--- src/rtl/multdiv_pkg.sv ---
// rtl/multdiv_pkg.sv - shared types and constants for the multiply/divide sequencer
package multdiv_pkg;

  localparam int WORD_W       = 32;
  localparam int CNT_W        = 6;
  localparam int MULT_LAT_DEF = 17;
  localparam int DIV_LAT_DEF  = 33;

  typedef enum logic [1:0] {
    ST_IDLE,
    ST_MULT_RUN,
    ST_DIV_RUN,
    ST_DONE
  } state_e;

endpackage

--- src/rtl/multdiv_counter.sv ---
// rtl/multdiv_counter.sv - iteration up-counter with synchronous clear and enable
module multdiv_counter #(
  parameter int W = 6
) (
  input  logic         clk,
  input  logic         reset,
  input  logic         clr,
  input  logic         en,
  output logic [W-1:0] cnt
);

  logic [W-1:0] cnt_q, cnt_d;

  always_comb begin
    cnt_d = cnt_q;
    if (clr) begin
      cnt_d = '0;
    end else if (en) begin
      cnt_d = cnt_q + 1'b1;
    end
  end

  always_ff @(posedge clk or posedge reset) begin
    if (reset) begin
      cnt_q <= '0;
    end else begin
      cnt_q <= cnt_d;
    end
  end

  assign cnt = cnt_q;

endmodule

--- src/rtl/multdiv_ctrl.sv ---
// rtl/multdiv_ctrl.sv - operand latch, iteration sequencing and result capture for mult/div units
// Optional MULTDIV_EARLY_ZERO_EN: multiply with a zero operand completes on its first run cycle.
module multdiv_ctrl
  import multdiv_pkg::*;
#(
  parameter int MULT_LAT = MULT_LAT_DEF,
  parameter int DIV_LAT  = DIV_LAT_DEF,
  parameter int CNT_W    = multdiv_pkg::CNT_W
) (
  input  logic        clk,
  input  logic        reset,
  input  logic        ctrl_MULT,
  input  logic        ctrl_DIV,
  input  logic [31:0] data_operandA,
  input  logic [31:0] data_operandB,
  output logic [31:0] mult_multiplicand,
  output logic [31:0] mult_multiplier,
  output logic [31:0] mult_counter,
  input  logic [31:0] mult_product,
  input  logic        mult_overflow,
  output logic [31:0] div_dividend,
  output logic [31:0] div_divisor,
  output logic [31:0] div_counter,
  input  logic [31:0] div_quotient,
  input  logic        div_exception,
  output logic [31:0] data_result,
  output logic        data_exception,
  output logic        data_resultRDY
);

  localparam logic [CNT_W-1:0] MULT_LAT_C = CNT_W'(MULT_LAT);
  localparam logic [CNT_W-1:0] DIV_LAT_C  = CNT_W'(DIV_LAT);

  state_e              state_q, state_d;
  logic [WORD_W-1:0]   mcand_q, mcand_d;
  logic [WORD_W-1:0]   mplier_q, mplier_d;
  logic [WORD_W-1:0]   dvd_q, dvd_d;
  logic [WORD_W-1:0]   dvs_q, dvs_d;
  logic [WORD_W-1:0]   result_q, result_d;
  logic                exc_q, exc_d;
  logic                rdy_q, rdy_d;
  logic [CNT_W-1:0]    cnt;
  logic                cnt_clr, cnt_en;

  multdiv_counter #(.W(CNT_W)) u_counter (
    .clk   (clk),
    .reset (reset),
    .clr   (cnt_clr),
    .en    (cnt_en),
    .cnt   (cnt)
  );

  always_comb begin
    state_d  = state_q;
    mcand_d  = mcand_q;
    mplier_d = mplier_q;
    dvd_d    = dvd_q;
    dvs_d    = dvs_q;
    result_d = result_q;
    exc_d    = exc_q;
    // RDY trails the DONE state by one edge so it lines up with the held result
    rdy_d    = (state_q == ST_DONE);
    cnt_clr  = 1'b0;
    cnt_en   = 1'b0;

    if (ctrl_MULT) begin
      state_d  = ST_MULT_RUN;
      mcand_d  = data_operandA;
      mplier_d = data_operandB;
      cnt_clr  = 1'b1;
    end else if (ctrl_DIV) begin
      state_d = ST_DIV_RUN;
      dvd_d   = data_operandA;
      dvs_d   = data_operandB;
      cnt_clr = 1'b1;
    end else begin
      case (state_q)
        ST_MULT_RUN: begin
`ifdef MULTDIV_EARLY_ZERO_EN
          if (cnt == '0 && (mcand_q == '0 || mplier_q == '0)) begin
            result_d = '0;
            exc_d    = 1'b0;
            state_d  = ST_DONE;
          end else
`endif
          if (cnt == MULT_LAT_C) begin
            result_d = mult_product;
            exc_d    = mult_overflow;
            state_d  = ST_DONE;
          end else begin
            cnt_en = 1'b1;
          end
        end
        ST_DIV_RUN: begin
          // Zero divisor never reaches the divider: flag it without iterating
          if (dvs_q == '0) begin
            result_d = '0;
            exc_d    = 1'b1;
            state_d  = ST_DONE;
          end else if (cnt == DIV_LAT_C) begin
            result_d = div_quotient;
            exc_d    = div_exception;
            state_d  = ST_DONE;
          end else begin
            cnt_en = 1'b1;
          end
        end
        ST_DONE: state_d = ST_IDLE;
        default: state_d = ST_IDLE;
      endcase
    end
  end

  always_ff @(posedge clk or posedge reset) begin
    if (reset) begin
      state_q  <= ST_IDLE;
      mcand_q  <= '0;
      mplier_q <= '0;
      dvd_q    <= '0;
      dvs_q    <= '0;
      result_q <= '0;
      exc_q    <= 1'b0;
      rdy_q    <= 1'b0;
    end else begin
      state_q  <= state_d;
      mcand_q  <= mcand_d;
      mplier_q <= mplier_d;
      dvd_q    <= dvd_d;
      dvs_q    <= dvs_d;
      result_q <= result_d;
      exc_q    <= exc_d;
      rdy_q    <= rdy_d;
    end
  end

  assign mult_multiplicand = mcand_q;
  assign mult_multiplier   = mplier_q;
  assign div_dividend      = dvd_q;
  assign div_divisor       = dvs_q;
  assign mult_counter      = (state_q == ST_MULT_RUN) ? {{(WORD_W-CNT_W){1'b0}}, cnt} : '0;
  assign div_counter       = (state_q == ST_DIV_RUN)  ? {{(WORD_W-CNT_W){1'b0}}, cnt} : '0;
  assign data_result       = result_q;
  assign data_exception    = exc_q;
  assign data_resultRDY    = rdy_q;

endmodule

--- config.mk ---
export PLATFORM = sky130hd
export DESIGN_NAME = multdiv_ctrl
export DESIGN_NICKNAME = d
export VERILOG_FILES = /design/src/rtl/multdiv_pkg.sv /design/src/rtl/multdiv_counter.sv /design/src/rtl/multdiv_ctrl.sv
export SDC_FILE = /design/constraint.sdc
export NUM_CORES = 1
export LEC_CHECK = 0
export CORE_MARGIN = 2
export CORE_UTILIZATION = 41
export DETAILED_ROUTE_END_ITERATION = 6
export GPL_ROUTABILITY_DRIVEN = 0
export GPL_TIMING_DRIVEN = 0
export HOLD_SLACK_MARGIN = 0.05
export PLACE_DENSITY = 0.78
export SLEW_MARGIN = 20
export SYNTH_ARGS = -nofsm -noshare
export SYNTH_HDL_FRONTEND = slang
export SYNTH_SLANG_ARGS = --single-unit
export TNS_END_PERCENT = 10
--- constraint.sdc ---
create_clock -name clk -period 6.3 [get_ports clk]
set_input_delay 1.26 -clock clk [delete_from_list [all_inputs] [get_ports clk]]
set_output_delay 1.26 -clock clk [all_outputs]
set_load 0.01 [all_outputs]
# After elaboration in Yosys (flattened, before gate mapping)
# Cells that the tools add are included.
dict set report totals {
  out_inout_bits 226
  regBits 170
  elab_cells 53
  inputBits 134
}
dict set report classes {
  mux 26
  n_eq_ne 9
  add_sub_neg 1
  bitwise 2
  n_reduce_logical 6
}
# cell count
set ops {}
lappend ops {{$mux 32} 3}
lappend ops {{$pmux 32 s2} 1}
lappend ops {{$logic_not 32->1} 1}
lappend ops {{$mux 6} 4}
lappend ops {{$mux 1} 10}
lappend ops {{$mux 2} 5}
lappend ops {{$add 6x1->6 const B} 1}
lappend ops {{$eq 6x5->1 const B} 1}
lappend ops {{$eq 6x6->1 const B} 1}
lappend ops {{$ne 5x5->1 const B} 1}
lappend ops {{$reduce_and 5->1} 1}
lappend ops {{$eq 2x2->1 const B} 2}
lappend ops {{$ne 4x4->1 const B} 1}
lappend ops {{$pmux 1 s2} 2}
lappend ops {{$pmux 2 s2} 1}
lappend ops {{$reduce_and 2->1} 2}
lappend ops {{$reduce_bool 2->1} 2}
lappend ops {{$ne 3x3->1 const B} 1}
lappend ops {{$eq 2x1->1 const B} 1}
lappend ops {{$ne 2x2->1 const B} 1}
lappend ops {{$not 1->1} 2}

# Logic depth before layout (Yosys ltp)
dict set report logic_depth {
  word_depth 8
  ltp_mapped 8
  ltp_nobuf 7
}

# Cells and area by module
# A second synthesis with hierarchy kept.
dict set report hier_totals {
  hier_cells 510
  area_unflattened_um2 7449.6
}
# mod area_each_um2 seq_area_each_um2 cells_each n_inst
set modules_own_cells {}
lappend modules_own_cells {multdiv_ctrl 7171.9 4103.9 483 1}
lappend modules_own_cells {multdiv_counter 277.8 150.1 27 1}

# Worst setup path before layout
# OpenSTA, ideal clock, no wires.
dict set report synth_path {
  kind {input to register}
  from {input ctrl_MULT}
  to {register mplier_q[10] (netlist: mult_multiplier[10])}
  setup_ps 125
  stages 4
  t_required_ps 6175
  slack_ps 3653
  n_path_buf 3
  t_arrival_ps 2522
  path_cell_list {clkbuf_1 clkbuf_1 buf_1 mux2_2}
}
# element line_no
set synth_rtl {}
lappend synth_rtl {{start, declared} multdiv_ctrl.sv:12} ;# input logic ctrl_MULT,
lappend synth_rtl {{end signal, assigned} multdiv_ctrl.sv:127} ;# mplier_q <= mplier_d;
lappend synth_rtl {{end, declared} multdiv_ctrl.sv:36} ;# logic [WORD_W-1:0] mplier_q, mplier_d;
# No word-level cell between the ends.

# Worst setup path after layout
dict set report layout_path {
  from {register state_q[0]}
  to {output div_counter[1]}
}
dict set report layout_via {
  elab_chain_len 2
}
# element line_no
set layout_rtl {}
lappend layout_rtl {{start, declared} multdiv_ctrl.sv:34} ;# state_e state_q, state_d;
lappend layout_rtl {{start signal, assigned} multdiv_ctrl.sv:125} ;# state_q <= state_d;
lappend layout_rtl {{$eq 2x2->1} multdiv_ctrl.sv:141} ;# assign div_counter = (state_q == ST_DIV_RUN) ? {{(WORD_W-CNT_W){1'b0}}, cnt} : '0;
lappend layout_rtl {{$mux 6} multdiv_ctrl.sv:141}
lappend layout_rtl {{end, declared} multdiv_ctrl.sv:23} ;# output logic [31:0] div_counter,
# No other way between the ends.

==> load_flow_metrics.sql <==
INSERT INTO impl_metrics (metric_group, metric, value, unit) VALUES
('setup_path', 'critPathLaunchType', 'register', ''),
('grt', 'global_route_wire_length_before_repair', '32000', 'um'),
('sta', 'final.setup.worst_slack', '2.58', 'ns'),
('route', 'routed_wire_length_per_instance', '18.2', 'um'),
('yosys', 'netlist_top_cells_area', 'sky130_fd_sc_hd__dfrtp_1 56%, sky130_fd_sc_hd__mux2_2 19%, sky130_fd_sc_hd__mux2_4 5.9%, sky130_fd_sc_hd__buf_4 5.2%, sky130_fd_sc_hd__a22o_1 3.7%', ''),
('floorplanning', 'die_area', '0.0196', 'mm^2'),
('power', 'p_int', '2.68', 'mW'),
('yosys', 'netlist_instances', '529', ''),
('layout', 'final_design_area_no_fill', '0.0118', 'mm^2'),
('route', 'num_vias', '5478', ''),
('cts', 'cts_made_buffers', '17', ''),
('yosys', 'post_synth.cell_area_avg', '14.3', 'um^2'),
('cts', 'max_h_tree_level', '4', ''),
('floorplanning', 'fp.dieH', '140', 'um'),
('cts', 'post-cts-setup-buffers', '0', ''),
('setup_path', 'timing.setup.critical_path_class', 'reg2out', ''),
('sta', 'max_slew_margin', '57.0', '%'),
('sta', 'grt_setup_unrepaired', 'false', ''),
('yosys', 'synth_top_cell_by_area', 'sky130_fd_sc_hd__dfrtp_1', ''),
('floorplanning', 'design.portCount', '360', ''),
('setup_path', 'critical_path_peak_fanout', '10', ''),
('cts', 'library_cell_used_as_clock_root_buffer', 'sky130_fd_sc_hd__clkbuf_16', ''),
('grt', 'global_route.overflow_total', '0', ''),
('floorplanning', 'floorplan.rows', '49', ''),
('power', 'combPwrFrac', '30.2', '%'),
('power', 'power_switching_share', '26.9', '%'),
('layout', 'final_util', '65.4', '%'),
('route', 'drt_iter0_drc', '228', ''),
('layout', 'mostFrequentLayoutCells', '305 x sky130_fd_sc_hd__clkdlybuf4s50_1, 170 x sky130_fd_sc_hd__dfrtp_1, 131 x sky130_fd_sc_hd__mux2_2, 52 x sky130_fd_sc_hd__buf_4, 52 x sky130_fd_sc_hd__conb_1', ''),
('floorplanning', 'die_w', '140', 'um'),
('layout', 'stdcell_count', '1147', ''),
('setup_path', 'crit_end_category', 'output pin', ''),
('outcome', 'status', 'finished clean', ''),
('power', 'pwr-share-seq', '39.0', '%'),
('grt', 'grtUsageTotal', '21.0', '%'),
('floorplanning', 'start_util', '42.1', '%'),
('grt', 'vias_in_the_first_global_route', '5812', ''),
('cts', 'cts_resized', '0', ''),
('power', 'power.ir.vdd_worst', '0.207', 'mV'),
('setup_path', 'cp.arrival', '2.46', 'ns'),
('setup_path', 'worst-r2r-setup-slack', '3.74', 'ns'),
('place', 'dp_hpwl', '16000', 'um'),
('grt', 'globalRouteMet3Util', '9.06', '%'),
('sta', 'timing.final.hold_violations', '0', ''),
('layout', 'area.growth.synth_to_final', '55.4', '%'),
('power', 'power.switching', '0.989', 'mW'),
('route', 'drt-vias-per-instance', '4.78', ''),
('floorplanning', 'fp.coreArea', '0.0180', 'mm^2'),
('place', 'dp.cells', '1115', ''),
('layout', 'drive_above_1_share', '28.8', '%'),
('sta', 'final.period_utilization', '59.0', '%'),
('grt', 'grt.busiest_layer', 'met2', ''),
('cts', 'cts.clk_slew.worst_paths', '0.07', 'ns'),
('yosys', 'seq_area_frac_synth', '56.1', '%'),
('layout', 'layout_commonest_cell', 'sky130_fd_sc_hd__clkdlybuf4s50_1', ''),
('power', 'pwr_density_cell', '312', 'mW/mm^2'),
('sta', 'finalSetupViolations', '0', ''),
('yosys', 'edff_count_synth', '0', ''),
('cts', 'clockBufferDepth', '2', ''),
('flow_run', 'cap_viol_max_count', '0', ''),
('cts', 'tritoncts_clock_tree', 'yes', ''),
('sta', 'final_max_slew_viol_count', '0', ''),
('power', 'power.share.clock', '30.8', '%'),
('cts', 'clock-sinks', '170', ''),
('cts', 'holdBufCountCts', '0', ''),
('route', 'antenna_violating_nets_post_route', '0', ''),
('power', 'static-leakage-power', '5.15', 'nW'),
('route', 'drtPass1Iterations', '4', ''),
('grt', 'initial_antenna_violation_count', '1', ''),
('grt', 'maximum_number_of_pins_on_one_net_before_global_route_repair', '88', ''),
('yosys', 'asr_flop_ratio_synth', '100', '%');
## synthesized netlist by cell type (2+ instances only)
master and n:
sky130_fd_sc_hd__a21oi_1 4, sky130_fd_sc_hd__a22o_1 32, sky130_fd_sc_hd__nor2_1 2, sky130_fd_sc_hd__ha_1 5, sky130_fd_sc_hd__clkbuf_1 15, sky130_fd_sc_hd__buf_6 3, sky130_fd_sc_hd__buf_4 52, sky130_fd_sc_hd__inv_1 7
sky130_fd_sc_hd__nor4_1 9, sky130_fd_sc_hd__a211o_1 2, sky130_fd_sc_hd__nand2b_1 2, sky130_fd_sc_hd__buf_2 8, sky130_fd_sc_hd__buf_1 2, sky130_fd_sc_hd__nand3_1 4, sky130_fd_sc_hd__mux2_2 131, sky130_fd_sc_hd__o211ai_1 3
sky130_fd_sc_hd__mux2i_1 2, sky130_fd_sc_hd__nor3_1 2, sky130_fd_sc_hd__mux2_4 30, sky130_fd_sc_hd__or3_1 4, sky130_fd_sc_hd__dfrtp_1 170, sky130_fd_sc_hd__o2111ai_1 2, sky130_fd_sc_hd__nand2_1 5, sky130_fd_sc_hd__a211oi_1 2
sky130_fd_sc_hd__and2_1 11, sky130_fd_sc_hd__and4_1 2
## final timing paths
kind                                             startpoint                      endpoint  cells past startpoint
worst min-delay path            data_result[19]$_DFFE_PP0P_   data_result[19]$_DFFE_PP0P_                      1
worst min register to register  data_result[19]$_DFFE_PP0P_   data_result[19]$_DFFE_PP0P_                      1
worst max register to register       state_q[0]$_DFFE_PP0P_    data_exception$_DFFE_PP0P_                      7
worst max-delay path                 state_q[0]$_DFFE_PP0P_                div_counter[1]                      6
max in group asynchronous                             reset    data_result[7]$_DFFE_PP0P_                      3
min in group asynchronous                             reset  div_dividend[24]$_DFFE_PP0P_                      2
## flip-flops by register name, summed over array words and instances, names as in the netlist
name               cells
mult_multiplier       32
mult_multiplicand     32
u_counter.cnt          6
state_q                2
data_resultRDY         1
div_divisor           32
div_dividend          32
data_exception         1
data_result           32
## power groups by stage
stage               Combinational, mW  Sequential, mW  Clock [mW]
floorplan                       0.401            1.54           0
global placement                 1.10            1.44           0
detailed placement               1.12            1.45           0
CTS                              1.12            1.43        1.16
global route                     1.17            1.46        1.21
finish                           1.11            1.43        1.13
## cell type report
class	instances	area [um^2]	share of cell area (%)
Clock buffer	18	429	3.64
Timing Repair Buffer	306	3080	26.1
Tap cell	229	287	2.43
Multi-Input combinational cell	322	2960	25.1
Inverter	8	37.5	0.319
Clock inverter	14	205	1.74
Buffer	80	528	4.48
Sequential cell	170	4250	36.1
## per-layer routing
metal | up-vias | wire [um]
li1 | 2556 | -
met5 | - | 13
met2 | 232 | 10600
met4 | 2 | 278
met3 | 19 | 2080
met1 | 2669 | 7930
## kinds of logic after synthesis
kind of cell	after synthesis	share of synthesized area, %
flops	170	56.1
mux	163	25.7
buf+inv	88	7.36
compound gates	54	5.96
simple gates	48	4.01
fa+ha+maj	5	0.825
other cells	1	0.0495
## through the flow
step | hold WS, ns | power [mW]
2_1_floorplan | 0.540 | 1.94
3_3_place_gp | 0.489 | 2.54
3_5_place_dp | 0.494 | 2.57
4_1_cts | 0.509 | 3.72
5_1_grt | 0.515 | 3.84
6_report | 0.505 | 3.67
## worst max-delay path, cell delays in order, from the launching register on
cell and delay, ns:
sky130_fd_sc_hd__dfrtp_1 0.42, sky130_fd_sc_hd__inv_1 0.07, sky130_fd_sc_hd__ha_1 0.27, sky130_fd_sc_hd__clkinv_1 0.28, sky130_fd_sc_hd__clkbuf_1 0.31, sky130_fd_sc_hd__nor2_1 0.14, sky130_fd_sc_hd__clkdlybuf4s50_1 0.56
No activity file was read; power rests on OpenSTA's default activity.
